File: src/rtl/next_address_gen.sv
// Next-address generator for the fetch stage.
// Runs a three-state controller (INIT/RUN/HALT) and picks the next fetch
// address from halt, stall, jump, ret, call, branch or sequential increment,
// in that priority order, with a small LIFO return stack for call/ret.
module next_address_gen #(
    parameter int AW = 8,
    parameter int SD = 4
) (
    input  logic          clk,
    input  logic          rst,
    input  logic          stall,
    input  logic          branch,
    input  logic [AW-1:0] offset,
    input  logic          jump,
    input  logic [AW-1:0] target,
    input  logic          call,
    input  logic          ret,
    input  logic          halt,
    output logic [AW-1:0] nextaddress,
    output logic          fetch_valid,
    output logic          halted,
    output logic          stack_err
);

    // Occupancy needs to count 0..SD inclusive; entries are indexed 0..SD-1.
    localparam int SPW = $clog2(SD + 1);
    localparam int IW  = $clog2(SD);

    typedef enum logic [1:0] {
        INIT = 2'd0,
        RUN  = 2'd1,
        HALT = 2'd2
    } state_t;

    state_t          state;
    state_t          state_n;
    logic [AW-1:0]   addr_n;
    logic [AW-1:0]   addr_inc;
    logic [SPW-1:0]  sp;
    logic [SPW-1:0]  sp_n;
    logic [SPW-1:0]  sp_dec;
    logic            err_n;
    logic            push;
    logic            stack_empty;
    logic            stack_full;
    logic [IW-1:0]   wr_idx;
    logic [IW-1:0]   rd_idx;
    logic [AW-1:0]   stack [SD];

    assign addr_inc    = nextaddress + AW'(1);
    assign sp_dec      = sp - SPW'(1);
    assign wr_idx      = sp[IW-1:0];
    assign rd_idx      = sp_dec[IW-1:0];
    assign stack_empty = (sp == '0);
    assign stack_full  = (sp == SPW'(SD));

    assign fetch_valid = (state == RUN);
    assign halted      = (state == HALT);

    // State, address, occupancy and sticky error register with async reset.
    always_ff @(posedge clk or posedge rst) begin
        if (rst) begin
            state       <= INIT;
            nextaddress <= '0;
            sp          <= '0;
            stack_err   <= 1'b0;
        end else begin
            state       <= state_n;
            nextaddress <= addr_n;
            sp          <= sp_n;
            stack_err   <= err_n;
        end
    end

    // Stack storage is not reset: an occupancy of zero makes its contents dead.
    always_ff @(posedge clk) begin
        if (push) begin
            stack[wr_idx] <= addr_inc;
        end
    end

    // Next-state and next-address selection in priority order.
    always_comb begin
        state_n = state;
        addr_n  = nextaddress;
        sp_n    = sp;
        err_n   = stack_err;
        push    = 1'b0;
        case (state)
            INIT: begin
                state_n = RUN;
            end
            RUN: begin
                if (halt) begin
                    state_n = HALT;
                end else if (stall) begin
                    addr_n = nextaddress;
                end else if (jump) begin
                    addr_n = target;
                end else if (ret) begin
                    // ret outranks call, so call+ret is a plain pop.
                    if (stack_empty) begin
                        addr_n = addr_inc;
                        err_n  = 1'b1;
                    end else begin
                        addr_n = stack[rd_idx];
                        sp_n   = sp_dec;
                    end
                end else if (call) begin
                    // A call on a full stack still redirects; only the push is lost.
                    addr_n = target;
                    if (stack_full) begin
                        err_n = 1'b1;
                    end else begin
                        push = 1'b1;
                        sp_n = sp + SPW'(1);
                    end
                end else if (branch) begin
                    // Two's-complement offset: plain modular add gives the signed result.
                    addr_n = nextaddress + offset;
                end else begin
                    addr_n = addr_inc;
                end
            end
            HALT: begin
                state_n = HALT;
            end
            default: begin
                state_n = INIT;
            end
        endcase
    end

endmodule

File: config.mk
export PLATFORM = sky130hd
export DESIGN_NAME = next_address_gen
export DESIGN_NICKNAME = d
export VERILOG_FILES = /design/src/rtl/next_address_gen.sv
export SDC_FILE = /design/constraint.sdc
export NUM_CORES = 1
export LEC_CHECK = 0
export ABC_AREA = 1
export BUFFER_PORTS_ARGS = -buffer_cell sky130_fd_sc_hd__buf_4
export CAP_MARGIN = 15
export CORE_MARGIN = 5
export CORE_UTILIZATION = 45
export DETAILED_ROUTE_END_ITERATION = 6
export PLACE_DENSITY = 0.73
export SLEW_MARGIN = 20
export SYNTH_ARGS = -nofsm -noshare
export SYNTH_HDL_FRONTEND = slang
export SYNTH_SLANG_ARGS = --single-unit
export TNS_END_PERCENT = 20
File: constraint.sdc
create_clock -name clk -period 2.2 [get_ports clk]
set_input_delay 0.44 -clock clk [delete_from_list [all_inputs] [get_ports clk]]
set_output_delay 0.44 -clock clk [all_outputs]
set_load 0.02 [all_outputs]
==> results.py <==
metrics = {
    "sta": {
        "timing.hold.ws_ns": 0.191,
        "fin_crit_sh_pct": 84.2,
        "tns_ns": 0,
        "max_freq_mhz": 540,
        "finalHoldViolations": 0,
        "slew_headroom_pct": 62.8,
        "drv_slew": 0,
        "tightestPinTransition_ns": 0.558,
        "finClkSkew_ns": 0.00392,
        "setup_violations": 0,
        "rsz0062_at_grt": "false",
        "fin_crit_ns": 1.85,
    },
    "detailed_routing": {
        "drt_iter0_markers": 147,
        "wl_um": 6530,
        "drt-wirelength-per-cell_um": 13.8,
        "via_count": 2378,
        "ant_nets": 0,
        "first_pass_iters": 4,
        "avgViaCountPerCell": 5.02,
        "drc_errors": 0,
    },
    "setup_path": {
        "path_delay_family": "adder cells",
        "path_depth": 11,
        "worstRegToRegCells": 11,
        "crit_buf_inv": 2,
        "r2r-start": "nextaddress[0]",
        "critPathKind": "reg2reg",
        "worstPathMaxFanout": 5,
        "start_kind": "flop",
        "critical-path-slowest-cell": "dfrtp_1",
        "critPathRequiredTime_ns": 2.44,
        "rr_endpoint": "nextaddress[4]",
        "critical_path.startpoint": "nextaddress[0]",
        "cp.arrival_ns": 2.09,
        "path_cells": "ha_1, inv_1, fa_1, inv_1, a21oi_1, or2_2, nand3_1, nand2_1, nand2_1, nand2_1, nand2_1",
        "crit_end": "nextaddress[4]",
        "cpPeakStageDelay_ns": 0.43,
        "crit_top_cell": "nand2_1",
        "endpoint_kind": "flop",
        "reg2reg_slack_ns": 0.35,
    },
    "layout": {
        "nets": 437,
        "drive_above_1_share_pct": 16.4,
        "syn_to_final_growth_pct": 17.6,
        "num_antenna_cells": 0,
        "final.fill_count": 578,
        "postLayoutCellArea_um2": 3380,
    },
    "global_routing": {
        "grt_pass1_wl_um": 11100,
        "grt_overflow": 0,
        "antenna_found_initial": 0,
        "grt_max_degree": 20,
        "grt_use_total_pct": 16.7,
        "grt_pass1_vias": 2320,
    },
    "place": {
        "place_congestion": 0.803,
        "placed_area_um2": 3250,
        "port_buffers": 34,
        "dp_hpwl_um": 5010,
    },
    "floorplanning": {
        "start_util_pct": 45.8,
        "die-area_um2": 8090,
        "io-pin-count": 35,
        "chipHeight_um": 90.0,
        "core-area_um2": 6280,
        "rows": 29,
        "die_w_um": 90.0,
    },
    "job": {
        "maxCapViolCount": 0,
    },
    "clock_network": {
        "postCtsSetupBuffers": 0,
        "cts_buffers": 5,
        "clockBufferDepth": 2,
        "cts_sinks": 46,
        "clk_latency_ns": 0.29,
        "hold_buffers": 0,
        "clk_pin_slew_ns": 0.08,
        "post_cts_resized": 0,
        "cts_tree": "yes",
        "htreeDepth": 2,
        "clockRootBuffer": "clkbuf_8",
    },
    "status": {
        "status": "completed",
    },
    "synthesis": {
        "yosys.cell_types.count": 38,
        "synth_seq_cells": 46,
        "syn_inst": 353,
        "synth_nets": 394,
        "syn-cell-area_um2": 2880,
        "synth_area_per_cell_um2": 8.15,
        "synth_warnings": 0,
        "seq_area_frac_synth_pct": 45.6,
    },
    "power_and_ir_drop": {
        "ir_worst_vdd_mv": 0.593,
        "power_leakage_nw": 1.63,
        "powerDensity_nw_per_um2": 1230,
    },
    "worst_hold_path": {
        "worstHoldPathType": "in2async",
    },
}
layer usage:
metal	share of wire (%)	global-route usage, %	wire length (µm)	vias to the layer above
li1	-	-	-	1232
met1	43	20.7	2800	1086
met2	52	30.0	3370	49
met3	3.3	2.09	216	11
met4	2.3	5.33	152	0
met5	0	0	0	-
how the worst min path moves through the flow:
stage / endpoint / from / cells past startpoint / slack, ns
detailed placement: stack_err / stack_err / 1 / 0.45
global placement: stack_err / stack_err / 1 / 0.46
global route: stack_err / rst / 2 / 0.24
finish: stack_err / rst / 2 / 0.19
CTS: stack_err / rst / 2 / 0.21
floorplan: nextaddress[0] / rst / 1 / 0.33
cell type report:
| type | instances | area, µm² | share of cell area (%) |
|---|---|---|---|
| well taps | 77 | 96.3 | 2.85 |
| inverters | 56 | 215 | 6.36 |
| multi-input cells | 244 | 1310 | 38.6 |
| flip-flops and latches | 46 | 1310 | 38.7 |
| clock inverters | 3 | 63.8 | 1.89 |
| clock buffers | 5 | 68.8 | 2.03 |
| repair buffers | 43 | 323 | 9.54 |
report_power, final:
group	total, mW	switching [mW]	internal, mW	leakage, nW
combinational	2.08	1.30	0.774	1.10
clock	0.732	0.282	0.449	0.0658
sequential	1.34	0.171	1.17	0.459
cell usage after synthesis (all sizes together):
cell | number | area, µm²
o211ai | 4 | 30.0
xnor2 | 3 | 33.8
xor2 | 4 | 35.0
ha | 16 | 200
o221ai | 1 | 15.0
nor3 | 2 | 21.3
nor2 | 40 | 160
a21oi | 13 | 65.1
nand3b | 2 | 15.0
nand4 | 3 | 18.8
clkinv | 2 | 7.51
dfrtp | 14 | 350
clkbuf | 1 | 3.75
buf | 6 | 41.3
o21ai | 18 | 93.8
or2 | 1 | 6.26
o22ai | 2 | 12.5
fa | 1 | 20.0
nand2 | 93 | 362
edfxtp | 32 | 961
and2 | 2 | 12.5
a211oi | 1 | 7.51
a21o | 1 | 7.51
nand3 | 37 | 190
inv | 54 | 208
placed cells by master, fill, tap and decap left out, types with 13 or more instances in the layout:
cell type / n
dfrtp_1: 14
buf_4: 43
a21oi_1: 13
nand2_1: 90
edfxtp_1: 32
inv_1: 50
ha_1: 16
nor2_1: 38
o21ai_0: 14
nand3_1: 36
flip-flops by register name (all words and copies together) (netlist names):
signal and flops:
stack_err 1, stack 32, sp 3, state 2, nextaddress 8
kinds of logic (layout without fill, tap and decap cells):
group                      after synthesis  after routing  synth area share [%]
xor gates and xnor gates                 7              7                  2.39
AOI/OAI and AO/OA                       40             40                  8.04
adders and majority gates               17             17                  7.65
DFF                                     46             46                  45.6
and+or+nand+nor                        180            180                  27.3
buffers and inverters                   63            107                  9.04
per-stage QoR:
stage	power, mW	instances	util (%)	setup slack [ns]
after floorplan	2.84	353	-	0.147
after global placement	3.38	466	51.8	0.341
after detailed placement	3.45	466	51.8	0.309
after CTS	4.19	474	53.9	0.357
after global routing	4.52	474	53.9	0.178
final	4.15	474	53.9	0.347
worst reg2reg max path, stage by stage, from the launching register on:
cell     delay (ns)
dfrtp_1        0.43
ha_1           0.22
inv_1          0.06
fa_1           0.39
inv_1          0.09
a21oi_1        0.07
or2_2          0.27
nand3_1        0.07
nand2_1        0.05
nand2_1        0.05
nand2_1        0.05
nand2_1        0.05
No activity file was read; power rests on OpenSTA's default activity.
